$ cat src/rtl/apb_master_nslv.sv
// CPU-side APB4 master that decodes one address window per slave and drives
// NUM_SLAVES one-hot PSEL lines, with an optional ACCESS-phase timeout.
module apb_master_nslv #(
    parameter int          NUM_SLAVES = 9,
    parameter int          DATA_W     = 32,
    parameter int          SLOT_BITS  = 12,
    parameter logic [31:0] BASE_ADDR  = 32'h1000_0000,
    parameter int          TIMEOUT    = 255
) (
    input  logic                         PCLK,
    input  logic                         PRESET,
    input  logic                         req,
    input  logic                         write,
    input  logic [31:0]                  addr,
    input  logic [DATA_W-1:0]            wdata,
    input  logic [DATA_W/8-1:0]          wstrb,
    output logic [DATA_W-1:0]            rdata,
    output logic                         ready,
    output logic                         err,
    output logic                         busy,
    output logic [31:0]                  PADDR,
    output logic                         PWRITE,
    output logic [NUM_SLAVES-1:0]        PSEL,
    output logic                         PENABLE,
    output logic [DATA_W-1:0]            PWDATA,
    output logic [DATA_W/8-1:0]          PSTRB,
    input  logic [NUM_SLAVES*DATA_W-1:0] PRDATA,
    input  logic [NUM_SLAVES-1:0]        PREADY,
    input  logic [NUM_SLAVES-1:0]        PSLVERR
);
    localparam int ADDR_W  = 32;
    localparam int STRB_W  = DATA_W / 8;
    localparam int IDX_W   = (NUM_SLAVES > 1) ? $clog2(NUM_SLAVES) : 1;
    localparam int CNT_W   = (TIMEOUT > 1) ? $clog2(TIMEOUT + 1) : 1;
    localparam int TO_LAST = (TIMEOUT > 0) ? TIMEOUT - 1 : 0;
    localparam bit TO_EN   = (TIMEOUT > 0);

    typedef enum logic [1:0] {S_IDLE, S_SETUP, S_ACCESS, S_RESP} state_t;

    state_t                  state_q, state_d;
    logic [IDX_W-1:0]        idx_q, idx_d;
    logic [CNT_W-1:0]        cnt_q, cnt_d;
    logic                    miss_q, miss_d;
    logic [ADDR_W-1:0]       paddr_q, paddr_d;
    logic                    pwrite_q, pwrite_d;
    logic [DATA_W-1:0]       pwdata_q, pwdata_d;
    logic [STRB_W-1:0]       pstrb_q, pstrb_d;
    logic [NUM_SLAVES-1:0]   psel_q, psel_d;
    logic                    penable_q, penable_d;
    logic                    ready_q, ready_d;
    logic                    err_q, err_d;
    logic [DATA_W-1:0]       rdata_q, rdata_d;
    logic                    busy_q, busy_d;

    logic [ADDR_W-1:0]       offset;
    logic [ADDR_W-1:0]       slot;
    logic                    hit;
    logic [IDX_W-1:0]        dec_idx;
    logic                    sel_ready;
    logic                    sel_err;
    logic [DATA_W-1:0]       sel_rdata;

    assign offset    = addr - BASE_ADDR;
    assign slot      = offset >> SLOT_BITS;
    assign hit       = (addr >= BASE_ADDR) && (slot < ADDR_W'(NUM_SLAVES));
    assign dec_idx   = slot[IDX_W-1:0];

    // Only the latched target slave is ever looked at; the others are don't-care.
    assign sel_ready = PREADY[idx_q];
    assign sel_err   = PSLVERR[idx_q];
    assign sel_rdata = PRDATA[idx_q*DATA_W +: DATA_W];

    always_comb begin
        state_d   = state_q;
        idx_d     = idx_q;
        cnt_d     = cnt_q;
        miss_d    = miss_q;
        paddr_d   = paddr_q;
        pwrite_d  = pwrite_q;
        pwdata_d  = pwdata_q;
        pstrb_d   = pstrb_q;
        psel_d    = psel_q;
        penable_d = penable_q;
        ready_d   = 1'b0;
        err_d     = 1'b0;
        rdata_d   = '0;

        case (state_q)
            S_IDLE: begin
                if (req) begin
                    if (hit) begin
                        state_d   = S_SETUP;
                        idx_d     = dec_idx;
                        paddr_d   = addr;
                        pwrite_d  = write;
                        pwdata_d  = wdata;
                        pstrb_d   = write ? wstrb : '0;
                        psel_d    = '0;
                        psel_d[dec_idx] = 1'b1;
                        penable_d = 1'b0;
                    end else begin
                        state_d = S_RESP;
                        miss_d  = 1'b1;
                    end
                end
            end
            S_SETUP: begin
                state_d   = S_ACCESS;
                penable_d = 1'b1;
                cnt_d     = '0;
            end
            S_ACCESS: begin
                // A ready slave wins even on the cycle the timeout would fire.
                if (sel_ready) begin
                    state_d   = S_RESP;
                    psel_d    = '0;
                    penable_d = 1'b0;
                    ready_d   = 1'b1;
                    err_d     = sel_err;
                    rdata_d   = pwrite_q ? '0 : sel_rdata;
                end else if (TO_EN && (cnt_q == CNT_W'(TO_LAST))) begin
                    state_d   = S_RESP;
                    psel_d    = '0;
                    penable_d = 1'b0;
                    ready_d   = 1'b1;
                    err_d     = 1'b1;
                end else begin
                    cnt_d = cnt_q + CNT_W'(1);
                end
            end
            S_RESP: begin
                // A decode miss spends one silent RESP cycle before its error pulse.
                if (miss_q) begin
                    miss_d  = 1'b0;
                    ready_d = 1'b1;
                    err_d   = 1'b1;
                end else begin
                    state_d = S_IDLE;
                end
            end
            default: state_d = S_IDLE;
        endcase

        busy_d = (state_d != S_IDLE);
    end

    always_ff @(posedge PCLK or posedge PRESET) begin
        if (PRESET) begin
            state_q   <= S_IDLE;
            idx_q     <= '0;
            cnt_q     <= '0;
            miss_q    <= 1'b0;
            paddr_q   <= '0;
            pwrite_q  <= 1'b0;
            pwdata_q  <= '0;
            pstrb_q   <= '0;
            psel_q    <= '0;
            penable_q <= 1'b0;
            ready_q   <= 1'b0;
            err_q     <= 1'b0;
            rdata_q   <= '0;
            busy_q    <= 1'b0;
        end else begin
            state_q   <= state_d;
            idx_q     <= idx_d;
            cnt_q     <= cnt_d;
            miss_q    <= miss_d;
            paddr_q   <= paddr_d;
            pwrite_q  <= pwrite_d;
            pwdata_q  <= pwdata_d;
            pstrb_q   <= pstrb_d;
            psel_q    <= psel_d;
            penable_q <= penable_d;
            ready_q   <= ready_d;
            err_q     <= err_d;
            rdata_q   <= rdata_d;
            busy_q    <= busy_d;
        end
    end

    assign rdata   = rdata_q;
    assign ready   = ready_q;
    assign err     = err_q;
    assign busy    = busy_q;
    assign PADDR   = paddr_q;
    assign PWRITE  = pwrite_q;
    assign PSEL    = psel_q;
    assign PENABLE = penable_q;
    assign PWDATA  = pwdata_q;
    assign PSTRB   = pstrb_q;

endmodule
$ cat config.mk
export PLATFORM = sky130hd
export DESIGN_NAME = apb_master_nslv
export DESIGN_NICKNAME = d
export VERILOG_FILES = /design/src/rtl/apb_master_nslv.sv
export SDC_FILE = /design/constraint.sdc
export NUM_CORES = 1
export LEC_CHECK = 0
export CORE_AREA = 2 2 192 194
export DETAILED_ROUTE_END_ITERATION = 10
export DIE_AREA = 0 0 194 196
export SYNTH_ARGS = -nofsm -noshare
export SYNTH_HDL_FRONTEND = slang
export SYNTH_SLANG_ARGS = --single-unit
$ cat constraint.sdc
create_clock -name PCLK -period 5.47 [get_ports PCLK]
set_input_delay 1.094 -clock PCLK [delete_from_list [all_inputs] [get_ports PCLK]]
set_output_delay 1.094 -clock PCLK [all_outputs]
set_load 0.02 [all_outputs]
; After elaboration in Yosys (flattened, before gate mapping)
; Index checks and enable logic that the tools add are counted.
[word_totals]
regBits = 129
in_bits = 378
wordCells = 83
[op_classes]
n_addsub = 2
magnitude_cmp = 5
n_eq_ne = 10
shift = 1
muxes = 38
n_reduce_logical = 13
[ops]
columns = cell, n
row1 = $shiftx A288 B10 Y32, 1
row2 = $mux W32, 3
row3 = $mux W9, 4
row4 = $ge A32 B29 Y1 const B, 1
row5 = $sub A32 B29 Y32 const B, 1
row6 = $lt A20 B4 Y1 const B, 1
row7 = $pmux W9 S2, 1
row8 = $mux W8, 2
row9 = $pmux W8 S2, 1
row10 = $mux W1, 13
row11 = $lt A4 B5 Y1 const B, 2
row12 = $mux W2, 5
row13 = $ne A2 B2 Y1 const B, 5
row14 = $reduce_and A3 Y1, 3
row15 = $add A8 B1 Y8 const B, 1
row16 = $bmux W1 S4, 2
row17 = $eq A8 B8 Y1 const B, 1
row18 = $pmux W2 S4, 1
row19 = $reduce_and A4 Y1, 2
row20 = $reduce_bool A2 Y1, 4
row21 = $pmux W1 S2, 3
row22 = $demux W1 S4, 1
row23 = $eq A2 B2 Y1 const B, 2
row24 = $ge A4 B1 Y1 const B, 1
row25 = other kinds (7), 8

; Longest topological paths before layout
[logic_depth]
depth_word = 8
ltp_mapped = 8
depth_no_buf = 7

; Worst setup path before layout
; Ideal clock, no wire load.
[synth_timing]
path_kind = input port to flip-flop
start = input port addr[29]
end = register pwdata_q[17], in the netlist PWDATA[17]
setup_time_ps = 125
t_arrival_ps = 2724
path_slack_ps = 2622
cell_stages = 6
cell_sequence = nor4b_1 -> nand2_1 -> nor4_4 -> buf_2 -> buf_2 -> mux2_2
[synth_between]
elab_chain_len = 4
[synth_rtl]
columns = item, line_no
row1 = "start, declared", 14  ; input logic [31:0] addr,
row2 = $sub A32 B29 Y32, 63  ; assign offset = addr - BASE_ADDR;
row3 = $lt A20 B4 Y1, 65  ; assign hit = (addr >= BASE_ADDR) && (slot < ADDR_W'(NUM_SLAVES));
row4 = $logic_and A1 B1 Y1 *, 65
row5 = $reduce_and A3 Y1 (no source line) *, --
row6 = "end signal, assigned", 170  ; pwdata_q <= pwdata_d;
row7 = "end, declared", 46  ; logic [DATA_W-1:0] pwdata_q, pwdata_d;
; Mark *: on every way between the ends. The rest lies on a longest branch, timed or not.
; A chain may end at the register's enable or synchronous reset.

; Worst setup path in the final report
[layout_timing]
start = input port addr[17]
end = register pwdata_q[28], in the netlist PWDATA[28]
; The elaborated chain is that of the path after synthesis.

==> qor.csv <==
stage,metric,value,unit
critical_path,r2r-start,idx_q[2],
clock_tree,cts_buffer_depth,2,
power_and_ir_drop,power.density,234,nW/um^2
grt,grt_max_degree,93,
power_and_ir_drop,p_switching,0.816,mW
power_and_ir_drop,pwr-share-comb,25.4,%
power_and_ir_drop,switching_share,27.0,%
timing,tightest_slew,0.972,ns
logic_synthesis,synth_edf_count,0,
final_layout,area.growth.synth_to_final,87.0,%
logic_synthesis,yosysMostFrequentCell,dfrtp_1,
hold_path,worstHoldPathType,register to register,
placed_design,gp_congestion,0.813,
timing,tns,0,ns
floorplanning,dieArea,38000,sq um
floorplanning,fp.dieH,196,microns
clock_tree,cts_sinks,125,
job,maxCapViolCount,0,
critical_path,cp.required,5.76,ns
drt,wl,30.8,mm
critical_path,crit_fanout,58,
final_layout,stdcell_count,1527,
grt,grt_pass1_wl,45.2,mm
critical_path,endpoint_kind,register,
floorplanning,top_level_ports,492,
clock_tree,hold_buffers,0,
critical_path,critPathLaunch,addr[17],
power_and_ir_drop,vdd.ir_drop.worst,0.000178,V
outcome,status,"finished, final reports clean",
logic_synthesis,async_reset_ff_share,100,%
floorplanning,row_count,70,
clock_tree,cts_tree,done,
power_and_ir_drop,total_power,3.03,mW
timing,setup_viol,0,
clock_tree,cts_root_buf,clkbuf_16,
floorplanning,core_area,36100,sq um
grt,grt_pass1_vias,7145,
logic_synthesis,synth_fp_nets,950,
timing,slew_violations,0,
final_layout,nFillCells,3601,
timing,hold_slack,0.470,ns
logic_synthesis,ys_ff_latch,125,
power_and_ir_drop,power.internal,2.21,mW
clock_tree,cts_setup_buffers,0,
grt,antenna_found_initial,3,
logic_synthesis,synthFlopType,dfrtp_1,
drt,ant_nets,0,
drt,vias,6715,
clock_tree,ctsResizeCount,0,
placed_design,port_buffers,491,
logic_synthesis,postSynthAreaPerCell,12.1,sq um
logic_synthesis,yosys-top-cells-count,"dfrtp_1, nand2_1, mux4_2, a21oi_1, mux2_2",
power_and_ir_drop,seqPwrFrac,34.9,%
floorplanning,start_util,19.1,%
drt,wire_per_inst,20.2,microns
critical_path,crit_path_start_kind,input port,
timing,period_share,61.5,%
timing,relSlewSlack,35.2,%
timing,max_freq,0.297,GHz
final_layout,drive_gt1_share,15.5,%
logic_synthesis,yosysWarningCount,0,
grt,track_usage,16.0,%
grt,globalRouteOverflowTotal,0,
clock_tree,clkTransAtPathRegs,0.06,ns
logic_synthesis,synth_cell_types,48,
power_and_ir_drop,clkPwrFrac,39.7,%
timing,rsz0062_at_grt,no,
drt,drc_errors,0,
logic_synthesis,netlist_area,6910,sq um
clock_tree,clk_latency,0.42,ns
power_and_ir_drop,p_leak,5.14,nW
final_layout,fin_nets,1425,
timing,clock_skew,0.00945,ns
drt,via_per_inst,4.40,
floorplanning,die_w,194,microns
drt,drtIter0Drc,231,
logic_synthesis,yosysTopAreaCellShare,45.3,%
logic_synthesis,ys_seq_area_share,45.3,%
clock_tree,cts_buffers,17,
critical_path,path_class,input port to register,
placed_design,dpl.hpwl,24.6,mm
clock_tree,htree_levels,4,
drt,firstDrtPassIters,5,
timing,hold_violations,0,
logic_synthesis,yosysTopAreaCell,dfrtp_1,
timing,fin_crit,3.37,ns
critical_path,worstPathArrival,3.66,ns
hold_path,hold_path.startpoint,PADDR[28],
placed_design,dp_cells,1494,
logic_synthesis,synthCells,570,
logic_synthesis,yosys-top-cells-area,"dfrtp_1, mux4_2, mux2_2",
[cells in the final DEF (no fill, tap or decap), types with 3 or more instances in the layout]
cell,instances
nor2_1,39
a21oi_1,65
o21ai_0,7
mux4_2,67
clkbuf_16,17
nand4_1,3
nand2b_1,6
a21o_1,4
nand2_1,89
nor4_1,3
nor3_1,3
mux2_2,51
mux2i_1,7
clkdlybuf4s50_1,491
inv_1,3
inv_6,3
clkinv_4,4
buf_4,6
nor2b_1,17
dfrtp_1,121
o2bb2ai_1,8
bufinv_16,4
[flip-flops by register name, summed over array words and instances (netlist names)]
register / cells
PADDR: 29
PENABLE: 1
PSEL: 9
PSTRB: 4
PWDATA: 32
PWRITE: 1
busy: 1
cnt_q: 8
err: 1
idx_q: 3
miss_q: 1
rdata: 32
ready: 1
state_q: 2
[worst max-delay path, cell delays in order]
cell	delay (ns)
clkdlybuf4s50_1	0.41
nor4_1	0.34
nand2_1	0.21
nor4_4	0.82
buf_12	0.36
mux2_2	0.38
[cells by family (layout without fill, tap and decap cells)]
family,count (synthesis),count (layout),share of synthesized area (%)
other,0,2,0
adders and majority gates,2,2,0.362
DFF,125,125,45.3
muxes,125,125,31.2
and+or+nand+nor,175,175,11.8
AOI/OAI and AO/OA,96,96,8.30
buffers and inverters,47,534,3.08
[layer usage]
metal | GRT usage (%) | part of all wire [%]
met1 | 19.2 | 41
met2 | 28.0 | 50
met3 | 4.88 | 7.5
met4 | 3.87 | 1.3
met5 | 0 | 0.042
[power by group through the flow]
stage / Sequential, mW / Combinational, mW / Clock, mW
floorplan: 1.13 / 0.223 / 0
global placement: 1.07 / 0.770 / 0
detailed placement: 1.07 / 0.776 / 0
CTS: 1.06 / 0.779 / 1.25
global route: 1.07 / 0.822 / 1.29
finish: 1.06 / 0.767 / 1.20
[final timing paths]
check | depth (start not counted) | slack [ns] | end
min in group asynchronous | 2 | 1.24 | PWDATA[29]
max in group asynchronous | 3 | 3.21 | PWDATA[10]
hold reg to reg | 1 | 0.47 | PADDR[28]
setup reg to reg | 6 | 2.35 | cnt_q[5]
setup / recovery | 6 | 2.10 | PWDATA[28]
hold / removal | 1 | 0.47 | PADDR[28]
[metrics by stage]
step	setup slack [ns]	util [%]	area, sq um
after floorplan	1.05	-	6910
after global placement	1.64	34.1	12300
after detailed placement	1.62	34.1	12300
after CTS	2.04	35.8	12900
after global routing	1.93	35.8	12900
final	2.10	35.8	12900
[area by class of cell]
| cell class | instances | area, sq um | area share, % |
|---|---|---|---|
| Clock inverter | 13 | 190 | 1.47 |
| Clock buffer | 18 | 429 | 3.32 |
| Timing Repair Buffer | 498 | 4980 | 38.6 |
| Tap cell | 468 | 586 | 4.53 |
| Inverter | 5 | 23.8 | 0.184 |
| Sequential cell | 125 | 3140 | 24.3 |
| Multi-Input combinational cell | 398 | 3560 | 27.6 |
| Antenna cell | 2 | 5.00 | 0.0387 |
Note: power is estimated with default switching activity, not from simulation.
==> RTL change 1, RTL diff (same flow settings) <==
Encoding of `state_t`: now one-hot (4 bits for 4 states).
--- a/src/rtl/apb_master_nslv.sv
+++ b/src/rtl/apb_master_nslv.sv
@@ -36,5 +36,5 @@
     localparam bit TO_EN   = (TIMEOUT > 0);
 
-    typedef enum logic [1:0] {S_IDLE, S_SETUP, S_ACCESS, S_RESP} state_t;
+    typedef enum logic [3:0] {S_IDLE = 4'b0001, S_SETUP = 4'b0010, S_ACCESS = 4'b0100, S_RESP = 4'b1000} state_t;
 
     state_t                  state_q, state_d;
Formal check against the unedited RTL: same outputs for any inputs over 4 cycles, from zero or initial values and one cycle with PRESET high; so few cycles prove little.
==> RTL change 1 against the unedited design <==
Hold slack got worse by 0.010 ns. Register-to-register slack gained 0.23 ns. Synthesized cell count grew 15%. Die area did not move. Wire length is 2.5% higher. Sequential cell count is 2 higher. Setup slack got worse by 0.35 ns. Total power down 16%. Sequential share of layout area grew 0.12 points. Sequential power decreased by 8%. Final cell count rose by 5.5%. Synthesized area rose by 2.2%. Cell area is 1.1% higher.
==> RTL change 1: results (changes against the unedited design) <==
{
  "numSequentialCells": {"value": 127, "change": "was 125"},
  "drtPass1Iterations": {"value": 6, "change": "was 5"},
  "drt-vias-per-instance": {"value": 4.35, "change": "was 4.40"},
  "outcome": {"value": "completed", "change": "unchanged"},
  "worstReg2RegEnd": {"value": "rdata[11]$_DFF_PP0_", "change": "was cnt_q[5]$_DFFE_PP0P_"},
  "layout.nonclk_buf_share": {"value": 38.1, "unit": "%", "change": "was 38.6%"},
  "clkCellAreaFrac": {"value": 4.42, "unit": "%", "change": "was 4.80%"},
  "fillerInstances": {"value": 3650, "change": "was 3601"},
  "nonClockBufferCount": {"value": 500, "change": "was 498"},
  "register_area": {"value": 3190, "unit": "µm²", "change": "was 3140 µm²"},
  "synthMostInstantiatedCell": {"value": "sky130_fd_sc_hd__nand2_1", "change": "was sky130_fd_sc_hd__dfrtp_1"},
  "synth_top_cells_by_area": {"value": "sky130_fd_sc_hd__dfrtp_1 (45%), sky130_fd_sc_hd__mux4_2 (21%), sky130_fd_sc_hd__nand2_1 (9.0%), sky130_fd_sc_hd__mux2i_1 (5.4%), sky130_fd_sc_hd__nor2_1 (3.7%)", "change": "was sky130_fd_sc_hd__dfrtp_1 (45%), sky130_fd_sc_hd__mux4_2 (22%), sky130_fd_sc_hd__mux2_2 (8.3%), sky130_fd_sc_hd__nand2_1 (4.8%), sky130_fd_sc_hd__a21oi_1 (4.7%)"},
  "synth_xor_xnor_area_share": {"value": 0.248, "unit": "%", "change": "was 0%"},
  "startpoint": {"value": "addr[12]", "change": "was addr[17]"},
  "cp_max_fo": {"value": 45, "change": "was 58"},
  "worst_clock_skew": {"value": 0.0191, "unit": "ns", "change": "was 0.00945 ns"},
  "grtUsageTotal": {"value": 16.3, "unit": "%", "change": "was 16.0%"},
  "place.gp.congestion": {"value": 0.871, "change": "was 0.813"},
  "peakVddDrop": {"value": 0.157, "unit": "mV", "change": "was 0.178 mV"},
  "comb_cell_power": {"value": 0.000441, "unit": "W", "change": "was 0.000767 W"},
  "leakage_power_figure": {"value": 5.21, "unit": "nW", "change": "was 5.14 nW"},
  "max-slew-margin-rel": {"value": 35.1, "unit": "%", "change": "was 35.2%"},
  "initialDrtViolationCount": {"value": 227, "change": "was 231"},
  "antenna_found_initial": {"value": 6, "change": "was 3"},
  "pin_count_of_the_biggest_net_entering_global_routing": {"value": 63, "change": "was 93"},
  "worstReg2RegStart": {"value": "idx_q[0]$_DFFE_PP0P_", "change": "was idx_q[2]$_DFFE_PP0P_"}
}
## RTL change 1: cell count changes in the layout (fill, tap and decap cells not counted), sizes merged, moves of 13 or more
cell / change
and2: +13
mux2i: +31
mux2: -51
nor2: +31
nor2b: -15
nand2: +80
a21oi: -27
## RTL change 1: per-stage QoR
| stage | util, % | power, W | instances | instance area (µm²) |
|---|---|---|---|---|
| 3_3_place_gp | 34.6 | 0.00143 | 1575 | 12500 |
| 5_1_grt | 36.2 | 0.00267 | 1610 | 13100 |
| 4_1_cts | 36.2 | 0.00260 | 1607 | 13100 |
| 6_report | 36.2 | 0.00255 | 1611 | 13100 |
| 3_5_place_dp | 34.6 | 0.00144 | 1575 | 12500 |
| 2_1_floorplan | - | 0.00111 | 654 | 7060 |
## RTL change 1: worst max-delay path: stages
cell and delay (ns):
sky130_fd_sc_hd__clkdlybuf4s50_1 0.50, sky130_fd_sc_hd__o31ai_1 0.41, sky130_fd_sc_hd__nand3_1 0.30, sky130_fd_sc_hd__or4_2 1.12, sky130_fd_sc_hd__buf_4 0.38, sky130_fd_sc_hd__and2_1 0.19
## RTL change 1: layer usage
metal  track usage (%)  routed length [µm]  vias up  part of all wire, %
met5                 0                  13        -                0.041
met4              5.22                 706        2                  2.2
met3              5.76                2630       44                  8.3
met2              28.2               15900      345                   50
met1              18.8               12400     3345                   39
li1                  -                   -     3272                    -
## RTL change 1: logic make-up after synthesis
group | count (synthesis)
XOR/XNOR | 2
adder cells (fa/ha/maj) | 2
buffers and inverters | 52
AND/OR/NAND/NOR | 304
AO/OA/AOI/OAI | 62
multiplexers | 105
flip-flops | 127
==> RTL change 2, RTL diff (same flow settings) <==
Without the edit above. The parameter `TIMEOUT` goes from 255 to 510.
--- a/src/rtl/apb_master_nslv.sv
+++ b/src/rtl/apb_master_nslv.sv
@@ -6,5 +6,5 @@
     parameter int          SLOT_BITS  = 12,
     parameter logic [31:0] BASE_ADDR  = 32'h1000_0000,
-    parameter int          TIMEOUT    = 255
+    parameter int          TIMEOUT    = 510
 ) (
     input  logic                         PCLK,
Function: same outputs for any inputs over 4 cycles, from zero or initial values and one cycle with PRESET high; that may be too few to reach the edited logic, so the function may still have changed.
==> RTL change 2 against the unedited design <==
Sequential cell count rose by 1. Synthesized cell count rose by 12%. First-iteration DRC count rose by 74%. Total power fell by 1.0%. Synthesized area rose by 0.51%. Wire length rose by 5.3%. Via count rose by 3.1%. Cell area rose by 0.42%. Clock skew fell by 0.0031 ns. Setup slack got worse by 0.035 ns. Critical path depth rose by 1. Register-to-register slack improved by 0.22 ns. Largest cell class unchanged.
==> RTL change 2: results (changes against the unedited design) <==
{
  "critical-path-max-stage-delay": {"value": 0.60, "unit": "ns", "change": "was 0.82 ns"},
  "initialDrtViolationCount": {"value": 403, "change": "was 231"},
  "cts_made_buffers": {"value": 17, "change": "unchanged"},
  "standard_cell_area_after_detailed_placement": {"value": 12400, "unit": "µm²", "change": "was 12300 µm²"},
  "place.gp.congestion": {"value": 0.928, "change": "was 0.813"},
  "arrival": {"value": 3.70, "unit": "ns", "change": "was 3.66 ns"},
  "worst_clock_skew": {"value": 0.00639, "unit": "ns", "change": "was 0.00945 ns"},
  "synth_top_cells_by_area": {"value": "sky130_fd_sc_hd__dfrtp_1 (45%), sky130_fd_sc_hd__mux4_2 (22%), sky130_fd_sc_hd__nand2_1 (8.9%), sky130_fd_sc_hd__mux2i_1 (4.9%), sky130_fd_sc_hd__nor2_1 (3.8%)", "change": "was sky130_fd_sc_hd__dfrtp_1 (45%), sky130_fd_sc_hd__mux4_2 (22%), sky130_fd_sc_hd__mux2_2 (8.3%), sky130_fd_sc_hd__nand2_1 (4.8%), sky130_fd_sc_hd__a21oi_1 (4.7%)"},
  "grtUsageTotal": {"value": 16.9, "unit": "%", "change": "was 16.0%"},
  "pin_count_of_the_biggest_net_entering_global_routing": {"value": 95, "change": "was 93"},
  "cpMaxStageDelayCell": {"value": "sky130_fd_sc_hd__nor3_2", "change": "was sky130_fd_sc_hd__nor4_4"},
  "leakage_power_figure": {"value": 5.20, "unit": "nW", "change": "was 5.14 nW"},
  "drtPass1Iterations": {"value": 4, "change": "was 5"},
  "cp_max_fo": {"value": 46, "change": "was 58"},
  "synth_sequential_area_ratio": {"value": 45.4, "unit": "%", "change": "was 45.3%"},
  "vias_in_the_first_global_route": {"value": 7407, "change": "was 7145"},
  "antenna_found_initial": {"value": 4, "change": "was 3"},
  "final_nets": {"value": 1491, "change": "was 1425"},
  "hpwl": {"value": 26100, "unit": "µm", "change": "was 24600 µm"},
  "yosysUniqueCellTypes": {"value": 41, "change": "was 48"},
  "wl_per_cell": {"value": 20.4, "unit": "µm", "change": "was 20.2 µm"},
  "final_layout_size_suffix_gt1_share": {"value": 10.9, "unit": "%", "change": "was 15.5%"},
  "postSynthNetCount": {"value": 1018, "change": "was 950"},
  "peakVddDrop": {"value": 0.148, "unit": "mV", "change": "was 0.178 mV"},
  "first_pass_grt_wire_length": {"value": 47900, "unit": "µm", "change": "was 45200 µm"},
  "fillerInstances": {"value": 3659, "change": "was 3601"},
  "max-slew-margin-rel": {"value": 37.8, "unit": "%", "change": "was 35.2%"},
  "outcome": {"value": "completed", "change": "unchanged"}
}
==> RTL change 2: changes by cell type after synthesis, sizes merged, moves of 4 or more <==
cell     delta
mux2i      +27
clkbuf     +11
o2bb2ai     -8
a21oi      -29
nor2b      -12
and2       +13
buf         -7
a21o        -4
nor2       +32
o211ai      +4
mux2       -51
nand3      +10
nand2      +77
a22o        +4
==> RTL change 2: final timing paths <==
kind                            slack, ns             startpoint                      to  depth (start not counted)
worst max-delay path                 2.07               addr[12]     PSEL[0]$_DFFE_PP0P_                          7
worst max register to register       2.57   idx_q[0]$_DFFE_PP0P_           err$_DFF_PP0_                          6
worst min-delay path                 0.47  PWDATA[3]$_DFFE_PP0P_   PWDATA[3]$_DFFE_PP0P_                          2
worst min register to register       0.47  PWDATA[3]$_DFFE_PP0P_   PWDATA[3]$_DFFE_PP0P_                          2
min in group asynchronous            1.27                 PRESET      rdata[6]$_DFF_PP0_                          2
max in group asynchronous            3.15                 PRESET  PWDATA[29]$_DFFE_PP0P_                          3
==> RTL change 2: worst max-delay path, delay by kind of cell <==
kind / cells / cell delay (ns)
AND/OR/NAND/NOR: 2 / 0.83
AO/OA/AOI/OAI: 3 / 0.91
buffers and inverters: 2 / 0.85
==> RTL change 2: layer usage <==
layer / part of all wire [%] / GRT usage, %
met1: 40 / 20.3
met2: 52 / 30.3
met3: 6.3 / 3.87
met4: 1.9 / 4.97
met5: 0 / 0
==> RTL change 2: cells by family (layout without fill, tap and decap cells) <==
group	after synthesis	in the layout	share of synthesized area (%)
flip-flops	126	126	45.4
other	0	2	0
adder cells (fa/ha/maj)	2	2	0.360
buffers and inverters	50	536	3.05
multiplexers	102	102	27.0
AO/OA/AOI/OAI	69	69	6.54
AND/OR/NAND/NOR	289	289	17.6
==> RTL change 2: power breakdown <==
| part | total (W) | switching (W) | internal, W |
|---|---|---|---|
| clock network | 0.00120 | 0.000471 | 0.000724 |
| logic | 0.000740 | 0.000317 | 0.000423 |
| registers | 0.00106 | 0.0000504 | 0.00101 |
==> RTL change 2: layout make-up <==
type,count,area (µm²),area share (%)
diodes,2,5.00,0.0386
clock buffers,17,425,3.28
clock inverters,15,185,1.43
inverters,4,20.0,0.154
multi-input cells,462,3590,27.7
flip-flops and latches,126,3160,24.4
well taps,468,586,4.51
repair buffers,500,4990,38.5
==> RTL change 2: per-stage QoR <==
stage               worst slack [ns]  cells  power [W]
floorplan                       1.02    638    0.00134
global placement                1.58   1560    0.00182
CTS                             1.96   1592    0.00305
global route                    1.83   1594    0.00314
detailed placement              1.52   1560    0.00183
finish                          2.07   1594    0.00300
